[src/rtl/way_age_tracker.sv]
// rtl/way_age_tracker.sv - per-set way age and valid tracking for age-based replacement
module way_age_tracker #(
    parameter int SINGLE_WAY_WIDTH_IN_BITS = 4,
    parameter int NUM_WAY = 16,
    parameter int WAY_INDEX_WIDTH = $clog2(NUM_WAY)
) (
    input  logic                                         clk_in,
    input  logic                                         reset_in,
    input  logic                                         access_valid_in,
    output logic                                         access_ready_out,
    input  logic [1:0]                                   access_op_in,
    input  logic [WAY_INDEX_WIDTH-1:0]                   access_way_in,
    input  logic                                         flush_in,
    output logic                                         flush_busy_out,
    output logic [SINGLE_WAY_WIDTH_IN_BITS*NUM_WAY-1:0]  way_flatted_out,
    output logic [NUM_WAY-1:0]                           valid_out
);
    localparam int W = SINGLE_WAY_WIDTH_IN_BITS;
    localparam logic [W-1:0] AGE_MAX = '1;
    localparam logic [WAY_INDEX_WIDTH-1:0] LAST_IDX = WAY_INDEX_WIDTH'(NUM_WAY - 1);

    typedef enum logic {IDLE, FLUSH} state_t;

    state_t                     state;
    logic [WAY_INDEX_WIDTH-1:0] sweep_idx;
    logic [W*NUM_WAY-1:0]       age_next;
    logic [NUM_WAY-1:0]         valid_next;
    logic                       accept;
    logic                       way_in_range;
    logic [W-1:0]               age_k;
    logic                       valid_k;

    assign access_ready_out = (state == IDLE) && !flush_in;
    assign accept           = access_valid_in && access_ready_out;
    assign flush_busy_out   = (state == FLUSH);
    assign way_in_range     = {{(32-WAY_INDEX_WIDTH){1'b0}}, access_way_in} < 32'(NUM_WAY);

    always_comb begin
        age_k   = '0;
        valid_k = 1'b0;
        for (int j = 0; j < NUM_WAY; j++) begin
            if (WAY_INDEX_WIDTH'(j) == access_way_in) begin
                age_k   = way_flatted_out[j*W +: W];
                valid_k = valid_out[j];
            end
        end
    end

    // A touched way ages only the valid ways younger than it (all valid ways if it was a miss fill).
    always_comb begin
        age_next   = way_flatted_out;
        valid_next = valid_out;
        if (state == FLUSH) begin
            for (int j = 0; j < NUM_WAY; j++) begin
                if (WAY_INDEX_WIDTH'(j) == sweep_idx) begin
                    age_next[j*W +: W] = '0;
                    valid_next[j]      = 1'b0;
                end
            end
        end else if (accept && way_in_range) begin
            case (access_op_in)
                2'b00: begin
                    for (int j = 0; j < NUM_WAY; j++) begin
                        if (WAY_INDEX_WIDTH'(j) == access_way_in) begin
                            age_next[j*W +: W] = '0;
                            valid_next[j]      = 1'b1;
                        end else if (valid_out[j]
                                     && (!valid_k || way_flatted_out[j*W +: W] < age_k)
                                     && way_flatted_out[j*W +: W] != AGE_MAX) begin
                            age_next[j*W +: W] = way_flatted_out[j*W +: W] + W'(1);
                        end
                    end
                end
                2'b01: begin
                    for (int j = 0; j < NUM_WAY; j++) begin
                        if (WAY_INDEX_WIDTH'(j) == access_way_in) begin
                            age_next[j*W +: W] = '0;
                            valid_next[j]      = 1'b0;
                        end
                    end
                end
                default: ;
            endcase
        end
    end

    always_ff @(posedge clk_in or posedge reset_in) begin
        if (reset_in) begin
            state           <= IDLE;
            sweep_idx       <= '0;
            way_flatted_out <= '0;
            valid_out       <= '0;
        end else begin
            way_flatted_out <= age_next;
            valid_out       <= valid_next;
            case (state)
                IDLE: begin
                    if (flush_in) begin
                        state     <= FLUSH;
                        sweep_idx <= '0;
                    end
                end
                FLUSH: begin
                    if (sweep_idx == LAST_IDX) begin
                        state <= IDLE;
                    end
                    sweep_idx <= sweep_idx + WAY_INDEX_WIDTH'(1);
                end
                default: state <= IDLE;
            endcase
        end
    end
endmodule

[config.mk]
export PLATFORM = sky130hd
export DESIGN_NAME = way_age_tracker
export DESIGN_NICKNAME = d
export VERILOG_FILES = /design/src/rtl/way_age_tracker.sv
export SDC_FILE = /design/constraint.sdc
export NUM_CORES = 1
export LEC_CHECK = 0
export ABC_AREA = 1
export BUFFER_PORTS_ARGS = -buffer_cell sky130_fd_sc_hd__buf_2
export CORE_MARGIN = 3
export CORE_UTILIZATION = 60
export DETAILED_ROUTE_END_ITERATION = 10
export PLACE_DENSITY = 0.84
export SYNTH_ARGS = -nofsm -noshare
export SYNTH_HDL_FRONTEND = slang
export SYNTH_SLANG_ARGS = --single-unit
[constraint.sdc]
create_clock -name clk_in -period 4.6 [get_ports clk_in]
set_input_delay 0.23 -clock clk_in [delete_from_list [all_inputs] [get_ports clk_in]]
set_output_delay 0.23 -clock clk_in [all_outputs]
set_load 0.01 [all_outputs]
**Yosys cells after proc, flatten, opt, wreduce, memory -nomap -nowiden**

Cells that the tools add are included.

- Reductions and logical operators: 89
- Eq/ne operators: 113
- Multiplexer cells: 155
- Bitwise gates (word level): 1
- Magnitude comparators: 16
- Add/subtract/negate cells: 17

Operators with widths:

| operator | number |
|---|---|
| two-way mux 4 bit | 81 |
| AND reduction 5 bit | 32 |
| two-way mux 64 bit | 2 |
| != test 4 bit (second input constant) | 32 |
| case mux 64 bit (2 select lines) | 1 |
| != test 3 bit (second input constant) | 32 |
| adder 4 x 1 -> 4 bit (second input constant) | 17 |
| two-way mux 1 bit | 66 |
| == test 4 bit (first input constant) | 16 |
| less-than comparator 4 bit | 16 |
| logical AND 1 bit | 34 |
| == test 3 x 4 -> 1 bit (first input constant) | 8 |
| two-way mux 16 bit | 2 |
| != test 2 x 1 -> 1 bit (second input constant) | 16 |
| case mux 16 bit (2 select lines) | 1 |
| == test 2 x 4 -> 1 bit (first input constant) | 4 |
| logical OR 1 bit | 16 |
| == test 1 x 4 -> 1 bit (first input constant) | 2 |
| logical NOT 4 bit | 2 |
| case mux 4 bit (2 select lines) | 1 |
| == test 4 bit (second input constant) | 1 |
| nonzero test 3 bit | 1 |
| == test 2 x 1 -> 1 bit (second input constant) | 1 |
| logical NOT 1 bit | 2 |
| 5 further kinds | 5 |

- Bits of input ports: 10
- Output and inout bits: 82
- Flip-flop bits (word level): 85
- Word-level logic and storage cells: 425

**Depth between registers and ports, before layout**

- Word-level depth: 26
- Mapped depth: 25
- Depth with buffers taken out: 24

**Worst setup path before layout**

Ideal clock, no wire load.

- Path type: input -> register
- Start point: input access_way_in[0]
- End point: register way_flatted_out[11]
- Setup slack: 1.765 ns
- Setup time: 0.067 ns
- Arrival time: 2.768 ns
- Buffers on the path: 0
- Stages on the path: 21
- Required time: 4.533 ns
- Cells stage by stage: nor2_2 > inv_1 > nor2_2 > inv_1 > o21ai_0 > nand3_1 > a21oi_1 > o2111ai_1 > a221oi_1 > nand3_1 > o31ai_1 > ha_1 > nand2_1 > inv_1 > nand2_1 > nand2_1 > nand2_1 > nand2_1 > nand2_1 > nand2_1 > nand2_1

- Longest elaborated chain between the ends: 23
- Elaborated cells between the ends (all ways): 60
- Those cells by class: order compare (1); eq/ne (17); mux (36); reduce/logical (6)

Ends and longest elaborated chain:

| what | line | source |
|---|---|---|
| start: declaration | 12 | `input logic [WAY_INDEX_WIDTH-1:0] access_way_in,` |
| logical NOT 4 bit | 42 | `if (WAY_INDEX_WIDTH'(j) == access_way_in) begin` |
| two-way mux 4 bit / two-way mux 1 bit (equally long branches) (16 in a row) | 42 |  |
| less-than comparator 4 bit / logical NOT 1 bit (equally long branches) | 68 | `&& (!valid_k \|\| way_flatted_out[j*W +: W] < age_k)` |
| logical OR 1 bit | 68 |  |
| logical AND 1 bit | 68 |  |
| logical AND 1 bit | 69 | `&& way_flatted_out[j*W +: W] != AGE_MAX) begin` |
| != test 4 bit (no source line) | - |  |
| AND reduction 5 bit (no source line) | - |  |
| end signal: assignment | 94 | `way_flatted_out <= age_next;` |
| end: declaration | 15 | `output logic [SINGLE_WAY_WIDTH_IN_BITS*NUM_WAY-1:0] way_flatted_out,` |

Parallel ways exist; a longest one is shown, timed or not. The select of a mux whose other input is x is not followed.
A chain may end at the register's enable or synchronous reset.

**Final worst setup path**

- Start point: input access_way_in[2]
- End point: register way_flatted_out[40]

Same word-level chain as after synthesis.

==> flow_metrics.py <==
metrics = {
    "pwr": {
        "leakagePower_uw": 0.00438,
        "p_per_area_mw_per_mm2": 425,
        "finalPower_uw": 3440,
        "peakVddDrop_mv": 0.242,
    },
    "sta": {
        "period_minus_slack_ns": 3.85,
        "hold_violations": 0,
        "fin_tns_setup_ns": 0,
        "rsz0062_at_grt": "no",
        "worst_pin_slew_ns": 0.934,
        "slew_headroom_pct": 37.7,
        "fin_crit_sh_pct": 83.7,
        "finalMaxSlewViolations": 0,
        "setup_viol": 0,
        "fin_skew_ns": 0.00789,
        "fmax_mhz": 260,
    },
    "clocking": {
        "root_buffer": "clkbuf_16",
        "cts_tree": "built",
        "htreeDepth": 3,
        "cts-buffers-inserted": 9,
        "clockBufferDepth": 2,
        "clk_latency_ns": 0.35,
        "path_clk_slew_ns": 0.06,
        "clock_sinks": 85,
    },
    "setup_path": {
        "crit_type": "in2reg",
        "timing.critical_path.mode_cell": "nand2_1",
        "crit_arrival_ns": 4.13,
        "crit_path_cell_trace": "buf_2 > nor2_1 > nand2_2 > o21ai_0 > nand4_1 > a21oi_1 > o211ai_1 > a221oi_1 > nand4_1 > o31ai_2 > buf_4 > ha_1 > nand2_1 > nand2_1 > nand2_1 > nand2_1 > nand2_1 > nand2_1 > nand2_1 > nand2_1 > nand2_1",
        "critical_path.max_fanout": 11,
        "slowest_stage": "nor2_1",
        "setup.worst_path.end_class": "flip-flop",
        "r2r_slack_ns": 1.06,
        "worstSetupStartpointType": "primary input",
        "worstSetupStartpoint": "access_way_in[2]",
        "max_stage_delay_ns": 0.61,
        "rr_startpoint": "way_flatted_out[6]$_DFFE_PP0P_",
        "worstPathRequired_ns": 4.88,
    },
    "yosys": {
        "synth_nets": 1136,
        "async_flop_share_pct": 100,
        "synth.area.top_cells": "dfrtp_1 (30%), nand2_1 (20%), ha_1 (12%), nand3_1 (8.6%), inv_1 (4.9%)",
        "synthFlopType": "dfrtp_1",
        "yosys_warnings": 0,
        "synth_top_area_cell": "dfrtp_1",
        "netlist.area_leader.share_pct": 29.8,
        "syn_area_sq_mm": 0.00714,
        "ys_ff_latch": 85,
        "synthDistinctLibCells": 42,
        "ys_seq_area_share_pct": 29.8,
        "synthCells": 1058,
        "synth_edf_count": 0,
        "syn_area_per_cell_sq_um": 6.74,
    },
    "grt": {
        "first_global_vias": 6692,
        "grt_pass1_wl_um": 32900,
        "track_usage_pct": 31.0,
        "antenna_found_initial": 0,
        "grt_overflow_total": 0,
        "grt_max_degree": 50,
    },
    "layout": {
        "final_common_cell": "nand2_1",
        "multi_input_area_sq_mm": 0.00456,
        "final-seq-area_sq_mm": 0.00213,
        "drive_gt1_share_pct": 14.9,
        "fin_nets": 1231,
        "most-common-layout-cells": "nand2_1 (373), nand3_1 (123), inv_1 (93), buf_2 (91), dfrtp_1 (85)",
        "fin_cells": 1301,
        "antenna_cells": 0,
        "areaGrowthSynthToFinish_pct": 13.4,
        "fill_cells": 991,
    },
    "min_path": {
        "min_path_type": "in2reg",
        "worstHoldStart": "flush_in",
    },
    "placed_design": {
        "place_congestion": 0.950,
        "dp_cells": 1284,
        "portBuffers": 91,
        "dp_hpwl_um": 14400,
    },
    "drt": {
        "remaining_drc_errors": 0,
        "final_antenna_net_count": 0,
        "drt-total-wl_um": 19900,
        "first_iter_violations": 827,
        "firstDrtPassIters": 5,
        "vias_per_cell": 5.70,
        "via_count": 7412,
        "post_drt_wl_per_cell_um": 15.3,
    },
    "job": {
        "maxCapViolCount": 0,
    },
    "floorplan": {
        "rows": 39,
        "die_height_um": 115,
        "coreArea_sq_mm": 0.0115,
        "die_w_um": 115,
        "io_pins": 92,
        "die-area_sq_mm": 0.0132,
        "initial_core_util_pct": 62.0,
    },
    "run_status": {
        "status": "complete, no violations",
    },
}
==> path summary, 6_finish.rpt <==
kind,end,cells after the start
setup / recovery,way_flatted_out[40]$_DFFE_PP0P_,21
hold / removal,sweep_idx[0]$_DFFE_PP0N_,4
setup reg to reg,way_flatted_out[40]$_DFFE_PP0P_,22
hold reg to reg,valid_out[1]$_DFFE_PP0P_,2
max in group asynchronous,valid_out[9]$_DFFE_PP0P_,4
min in group asynchronous,valid_out[2]$_DFFE_PP0P_,3
==> per-layer routing <==
metal	global-route usage, %	routed length [um]	vias up
li1	-	-	3665
met1	42.9	8660	3367
met2	49.7	9300	340
met3	3.74	1510	40
met4	12.5	444	0
met5	0	0	-
==> per-stage QoR <==
step / setup WS, ns / cell area [sq um] / hold slack [ns] / utilization [%]
after global routing: 0.443 / 8090 / 0.258 / 70.2
after global placement: 0.715 / 7770 / 0.326 / 67.4
final: 0.749 / 8090 / 0.231 / 70.2
after floorplan: 1.76 / 7140 / 0.460 / -
after CTS: 0.881 / 8090 / 0.220 / 70.2
after detailed placement: 0.566 / 7770 / 0.328 / 67.4
==> registers in the layout, summed over array words and instances, names as in the netlist <==
register         cells
sweep_idx            4
way_flatted_out     64
valid_out           16
flush_busy_out       1
==> cells in the mapped netlist, types with 3 or more instances <==
| master | count |
|---|---|
| a31oi_1 | 4 |
| nor2_1 | 76 |
| clkbuf_1 | 12 |
| nor2_2 | 5 |
| nand2_1 | 373 |
| o31ai_1 | 5 |
| nor3_1 | 14 |
| inv_2 | 9 |
| o21ai_0 | 35 |
| nor4_1 | 6 |
| xnor2_1 | 16 |
| nor2_4 | 4 |
| dfrtp_1 | 85 |
| xor2_1 | 13 |
| nand2_2 | 28 |
| nand3_1 | 123 |
| ha_1 | 68 |
| inv_1 | 94 |
| and3_1 | 9 |
| o21ai_1 | 5 |
| a21o_1 | 3 |
| nand4_1 | 9 |
| a21oi_1 | 35 |
==> critical path: cells and delay by family <==
kind            cells  cell delay [ns]
fa+ha+maj           1             0.25
compound gates      5             1.33
buf+inv             2             0.45
simple gates       13             1.89
==> area by class of cell <==
class | instances | area share (%)
multi-input combinational | 854 | 56.3
sequential | 85 | 26.3
timing repair buffer | 100 | 6.50
inverter | 103 | 4.80
clock buffer | 13 | 3.34
tap | 143 | 2.21
clock inverter | 3 | 0.526
==> report_power, final <==
part | switching (uW) | internal, uW
combinational | 1040 | 514
clock | 295 | 464
sequential | 232 | 888
total | 1570 | 1870
==> cells by family (layout without fill, tap and decap cells) <==
family,Yosys count,in the layout,synth area share (%)
buffers and inverters,119,219,6.54
DFF,85,85,29.8
AOI/OAI and AO/OA,104,104,8.45
adders and majority gates,68,68,11.9
and+or+nand+nor,653,653,39.7
xor gates and xnor gates,29,29,3.56
==> timing repair <==
item,4_1_cts,5_1_grt
hold buffers,1,0
resized for setup,0,0
setup buffers,0,0
hold endpoints to repair,36,0
No activity file was read; power rests on OpenSTA's default activity.
